<file path="config.mk">
export PLATFORM = sky130hd
export DESIGN_NAME = tap_counter
export DESIGN_NICKNAME = d
export VERILOG_FILES = /design/src/rtl/tap_counter.sv
export SDC_FILE = /design/constraint.sdc
export NUM_CORES = 1
export LEC_CHECK = 0
export ABC_AREA = 1
export BUFFER_PORTS_ARGS = -buffer_cell sky130_fd_sc_hd__buf_2
export CORE_AREA = 2 2 58 60
export DETAILED_ROUTE_END_ITERATION = 8
export DIE_AREA = 0 0 60 62
export GPL_ROUTABILITY_DRIVEN = 0
export PLACE_DENSITY = 0.68
export SETUP_SLACK_MARGIN = 0.5
export SLEW_MARGIN = 20
export SYNTH_ARGS = -nofsm -noshare
export SYNTH_HDL_FRONTEND = slang
export SYNTH_SLANG_ARGS = --single-unit
export TNS_END_PERCENT = 30
</file>
<file path="constraint.sdc">
create_clock -name clk -period 1.7 [get_ports clk]
set_clock_uncertainty 0.1 [all_clocks]
set_input_delay 0.34 -clock clk [delete_from_list [all_inputs] [get_ports clk]]
set_output_delay 0.34 -clock clk [all_outputs]
set_load 0.1 [all_outputs]
</file>
<file path="src/rtl/tap_counter.sv">
// tap_counter: counts debounced presses of a mechanical push-button.
// Chain: two-flop synchronizer -> debounce filter -> press-edge pulse ->
// modulo-(MAX_COUNT+1) counter. The count is always driven from a flop.
module tap_counter #(
    parameter int DEBOUNCE_CYCLES = 240000,
    parameter int MAX_COUNT       = 99,
    parameter bit TAP_ACTIVE_LOW  = 1'b1
) (
    input  logic       clk,
    input  logic       rst,
    input  logic       tap,
    output logic [6:0] times
);

    // Level the button rests at, and the level it shows while held.
    localparam logic REL_LEVEL = TAP_ACTIVE_LOW ? 1'b1 : 1'b0;
    localparam logic PRS_LEVEL = TAP_ACTIVE_LOW ? 1'b0 : 1'b1;

    // The debounce counter only needs to reach DEBOUNCE_CYCLES-1.
    localparam int CNT_W = (DEBOUNCE_CYCLES > 1) ? $clog2(DEBOUNCE_CYCLES) : 1;
    localparam logic [CNT_W-1:0] CNT_ZERO = CNT_W'(0);
    localparam logic [CNT_W-1:0] CNT_ONE  = CNT_W'(1);
    localparam logic [CNT_W-1:0] CNT_LAST = CNT_W'(DEBOUNCE_CYCLES - 1);

    localparam logic [6:0] TIMES_MAX  = 7'(MAX_COUNT);
    localparam logic [6:0] TIMES_ZERO = 7'd0;
    localparam logic [6:0] TIMES_ONE  = 7'd1;

    // Next count value; any value at or above the maximum (including a
    // corrupted one) returns to zero so the output never leaves range.
    function automatic logic [6:0] next_count(input logic [6:0] cur);
        logic [6:0] res;
        if (cur >= TIMES_MAX) begin
            res = TIMES_ZERO;
        end else begin
            res = cur + TIMES_ONE;
        end
        return res;
    endfunction

    logic             sync1_r;
    logic             sync2_r;
    logic             stable_r;
    logic [CNT_W-1:0] cnt_r;
    logic             press_r;
    logic [6:0]       times_r;

    logic             differ_s;
    logic             accept_s;
    logic [CNT_W-1:0] cnt_nxt_s;
    logic             stable_nxt_s;
    logic             press_nxt_s;
    logic [6:0]       times_nxt_s;

    // Bring the raw asynchronous button level into the clk domain.
    always_ff @(posedge clk or posedge rst) begin
        if (rst) begin
            sync1_r <= REL_LEVEL;
            sync2_r <= REL_LEVEL;
        end else begin
            sync1_r <= tap;
            sync2_r <= sync1_r;
        end
    end

    // Debounce decision: count how long the synchronized level has
    // disagreed with the accepted level and accept it once it has held.
    always_comb begin
        differ_s     = 1'b0;
        accept_s     = 1'b0;
        cnt_nxt_s    = CNT_ZERO;
        stable_nxt_s = stable_r;
        press_nxt_s  = 1'b0;

        differ_s = (sync2_r != stable_r);
        accept_s = differ_s && (cnt_r == CNT_LAST);

        if (!differ_s) begin
            cnt_nxt_s = CNT_ZERO;
        end else if (accept_s) begin
            cnt_nxt_s = CNT_ZERO;
        end else begin
            cnt_nxt_s = cnt_r + CNT_ONE;
        end

        if (accept_s) begin
            stable_nxt_s = sync2_r;
        end else begin
            stable_nxt_s = stable_r;
        end

        // Only a released-to-pressed acceptance is a press; releases
        // produce no pulse.
        if (accept_s && (sync2_r == PRS_LEVEL)) begin
            press_nxt_s = 1'b1;
        end else begin
            press_nxt_s = 1'b0;
        end
    end

    // Debounce state and the one-cycle press pulse.
    always_ff @(posedge clk or posedge rst) begin
        if (rst) begin
            cnt_r    <= CNT_ZERO;
            stable_r <= REL_LEVEL;
            press_r  <= 1'b0;
        end else begin
            cnt_r    <= cnt_nxt_s;
            stable_r <= stable_nxt_s;
            press_r  <= press_nxt_s;
        end
    end

    // Advance the tap count on each press pulse, wrapping after the maximum.
    always_comb begin
        times_nxt_s = times_r;
        if (press_r) begin
            times_nxt_s = next_count(times_r);
        end else begin
            times_nxt_s = times_r;
        end
    end

    // Tap count register; drives the output directly.
    always_ff @(posedge clk or posedge rst) begin
        if (rst) begin
            times_r <= TIMES_ZERO;
        end else begin
            times_r <= times_nxt_s;
        end
    end

    assign times = times_r;

endmodule

</file>
Yosys cells after proc, flatten, opt, wreduce, memory -nomap -nowiden
Index checks and enable logic that the tools add are counted.

storage, ports and cells
  flip-flop bits (word level) = 29
  input port bits = 3
  output and inout bits = 7

operators by class
  magnitude comparators = 1
  reduce and logical (&&, ||, !) cells = 2
  equal/unequal tests = 2
  muxes and demuxes = 4
  $add $sub $neg = 2
  bitwise logic cells = 1

operators with widths
  kind                                                              count
  18-bit 2-to-1 mux                                                 2
  18-bit by 1-bit adder with 18-bit output (second input constant)  1
  18-bit == test (second input constant)                            1
  7-bit by 1-bit adder with 7-bit output (second input constant)    1
  7-bit greater-or-equal comparator (second input constant)         1
  7-bit 2-to-1 mux                                                  1
  1-bit logical AND                                                 2
  1-bit 2-to-1 mux                                                  1
  1-bit inequality test                                             1
  1-bit NOT                                                         1

Longest topological paths before layout
  depth in word-level cells = 4
  depth in mapped cells = 9

Least setup slack after synthesis
OpenSTA, ideal clock, no wires.

  path type = flip-flop to flip-flop
  start = register times_r[0], in the netlist times[0]
  end = register times_r[6], in the netlist times[6]
  buffers on the path = 0
  setup slack = -316 ps
  clock period less this slack = 2016 ps
  data required time = 1522 ps
  cell stages (with the launch flop) = 8
  arrival time = 1839 ps
  cell sequence = dfrtp_1 ha_1 nand3_1 inv_1 nand2_1 nor2_1 nand2_1 a21oi_1

between the ends
  word-level cells in the longest chain between the ends = 2
  elaborated cells between the ends (all ways) = 3
  classes of those cells = add/sub: 1; order compare: 1; mux: 1

ends and longest elaborated chain
  what                                                                                                line    source
  start: declaration                                                                                  46      logic [6:0] times_r;
  start signal: assignment                                                                            129     times_r <= times_nxt_s;
  7-bit by 1-bit adder with 7-bit output / 7-bit greater-or-equal comparator (equally long branches)  36, 33
  7-bit 2-to-1 mux (*)                                                                                33      if (cur >= TIMES_MAX) begin

Every way passes the cells marked *; elsewhere a longest branch is shown, timed or not.
A chain may end at the register's enable or synchronous reset.

Worst setup path after layout
  start = register times_r[1], in the netlist times[1]
  end = output port times[1]

RTL lines
  what              line  source
  end: declaration  12    output logic [6:0] times

No word-level cell between the ends.

==> metrics.md <==
| Metric | Value |
|---|---|
| Die Span Y | `just over 60 um` |
| Arr. time, crit path | `between 1 and 1.5 ns` |
| DR iter-0 viols | `57` |
| HP Start | `sync1_r` |
| Worst r2r src | `cnt_r[0]` |
| Vias in the first global route | `1125` |
| Period minus WS final | `around 1.5 ns` |
| RSZ-0062 raised after global routing | `yes` |
| Worst-skew pair later-pin latency | `around 0.33 ns` |
| Total grt overflow | `0` |
| GRT Overall Usage | `0.1802` |
| Leak pwr | `slightly below 0.001 uW` |
| Total power | `roughly 1200 uW` |
| Ranking of synthesized cells by area | `dfrtp_1 42%, nand2_1 8.8%, nor2_1 8.0%` |
| Met3 routed WL | `83 um` |
| Worst Path Max Fanout | `4` |
| Final worst-path cycle share | `0.8660` |
| Count of input and output buffers | `9` |
| Synthesis-to-finish area growth | `34.23%` |
| Layout cells sized above 1 | `0.3584` |
| R2R setup slack | `between 0.2 and 0.3 ns` |
| Cells after Synth | `around 190` |
| Min-delay worst type | `reg2reg` |
| Count of different cell masters after synthesis | `22` |
| DRC viols | `0` |
| Synth Register Bits | `29` |
| Reg2reg path depth | `8` |
| Final setup vio count | `0` |
| H-tree lvl count | `2` |
| Post-synth top area cell | `dfrtp_1` |
| Nets | `230` |
| Num CTS Buffers | `5` |
| Maximum Capacitance Violations | `0` |
| Floorplan core area | `about 3200 um2` |
| Largest net degree at the start of global routing | `29` |
| Sequential share of the synthesized area | `0.4740` |
| Post-Syn Area per Cell | `roughly 8.1 um2` |
| Mapped Area | `~1500 um2` |
| Met2 WL post-DR | `approximately 1500 um` |
| Vias | `1257` |
| Critical Path Slowest Stage Cell | `dfrtp_4` |
| # IOs | `10` |
| Clk root buf | `clkbuf_4` |
| Clk slew on worst S/H paths | `0.08 ns` |
| Pwr dens | `a little under 600 nW/um2` |
| Crit-path leading delay family | `flip-flops` |
| TritonCTS clock tree | `built` |
| Top-area cell type share of the netlist area | `0.4228` |
| Antenna violations before repair | `0` |
| Via density | `roughly 4.6` |
| Crit. End Element | `output port` |
| Slew at the pin closest to its max-slew limit | `~0.35 ns` |
| Worst Hold End | `sync2_r` |
| Reg-to-reg endpoint | `cnt_r[16]` |
| Max Used Layer | `met4` |
| Final core occ | `0.6497` |
| Row cnt | `21` |
| Fmax | `between 0.6 and 0.7 GHz` |
| First-pass GRT wire length | `around 4800 um` |
| Peak supply drop | `0.4549 mV` |
| Drt wl/cell | `between 10 and 15 um` |
| Run status | `completed` |
| Final Hold Fails | `0` |
| Die X | `approximately 60 um` |
| Post-Syn Nets | `196` |
| # diodes | `0` |
| Final Routed Wirelength | `~3000 um` |
| CP bufs+invs | `1` |
| Die ar. | `about 3700 um2` |
| DP Wirelength | `between 2000 and 2500 um` |
| Rel. slew slack | `0.7641` |
| Drt first pass iters | `4` |
| Met1 wire length | `between 1000 and 1500 um` |
| Initial Util | `0.4841` |
| Crit path launch | `times[1]` |
| Sink Count | `29` |
| Antenna viol nets, final | `0` |
| Crit-path max cell delay | `0.52 ns` |
| CTS Buffer Depth | `2` |
| Setup CP Type | `reg2out` |
| Pins over their slew limit | `0` |
| Worst hold path depth | `0` |
| Yosys warning total | `0` |
| Startpoint Class | `flip-flop` |
| TNS Setup | `0 ns` |
| Cell breakdown of the critical path | `buf_12` |
| CP required | `between 1 and 1.5 ns` |
Yosys cell counts:
master / count
a21oi_1: 6
dfrtp_1: 26
dfstp_2: 3
ha_1: 2
inv_1: 30
inv_2: 2
nand2_1: 36
nand2_2: 6
nand2_4: 2
nand3_1: 9
nand3_4: 1
nand4_1: 2
nor2_1: 33
nor2_2: 9
nor2_4: 3
nor3_1: 6
nor3_2: 1
nor3b_1: 1
o21ai_0: 1
o21ai_1: 2
xnor2_1: 5
xor2_1: 5
per-stage QoR:
stage / area (um2) / hold WS, ns / setup WS [ns] / cells
6_report: 2066 / 0.2621 / 0.2279 / 272
5_1_grt: 2066 / 0.2719 / 0.1805 / 272
4_1_cts: 1958 / 0.2645 / 0.2170 / 267
3_5_place_dp: 1685 / 0.2526 / 0.1849 / 247
3_3_place_gp: 1685 / 0.2465 / 0.2253 / 247
2_1_floorplan: 1575 / 0.2445 / 0.2170 / 191
state kept, by name, summed over array words and instances (netlist names):
signal and count:
sync2_r 1, cnt_r 18, press_r 1, stable_r 1
sync1_r 1, times 7
cells by family (layout without fill, tap and decap cells):
family | Yosys count | after routing | synth area share
AO/OA/AOI/OAI | 9 | 9 | 0.02927
flip-flops | 29 | 29 | 0.4740
buffers and inverters | 32 | 67 | 0.07805
XOR/XNOR | 10 | 10 | 0.05691
adder cells (fa/ha/maj) | 2 | 2 | 0.01626
AND/OR/NAND/NOR | 109 | 109 | 0.3455
final cells by class:
| type | count | area [um2] |
|---|---|---|
| Inverter | 32 | 122.6 |
| Clock buffer | 8 | 58.81 |
| Sequential cell | 29 | 748.2 |
| Timing Repair Buffer | 27 | 276.5 |
| Tap cell | 46 | 57.56 |
| Multi-Input combinational cell | 130 | 802.0 |
| Fill cell | 255 | 1114 |
how the worst max path moves through the flow:
stage / endpoint / cells after the start
after floorplan: times[6] / 7
after global placement: cnt_r[16] / 7
after detailed placement: cnt_r[10] / 7
after CTS: times[1] / 1
after global routing: cnt_r[16] / 8
final: times[1] / 1
what timing repair did:
item                                    4_1_cts  5_1_grt
endpoints found under the setup margin       33       34
hold buffers                                  2        0
endpoints found under the hold margin        10        0
gates resized for setup                      32       19
pin swaps                                     6        7
setup buffers                                10        5
placed cells by master (no fill, tap or decap), drive strengths merged:
cell type / Yosys / final
nor2: 45 / 45
ha: 2 / 2
inv: 32 / 32
dfstp: 3 / 3
xor2: 5 / 5
buf: 0 / 25
xnor2: 5 / 5
nand3: 10 / 10
a21oi: 6 / 6
nand4: 2 / 2
dfrtp: 26 / 26
dlygate4sd3: 0 / 2
nor3: 7 / 7
clkbuf: 0 / 8
nand2: 44 / 44
nor3b: 1 / 1
o21ai: 3 / 3
metal layers:
metal  global-route usage  vias up
met5                    0        -
met4               0.1143        0
met3              0.03727       13
met2               0.2888       22
met1               0.2230      573
li1                     -      649
power by group:
group | total, uW | internal, uW | switching [uW]
sequential | 705 | 699 | 5.67
clock | 436 | 204 | 232
combinational | 63.8 | 25.9 | 37.9
No activity file was read; power rests on OpenSTA's default activity.
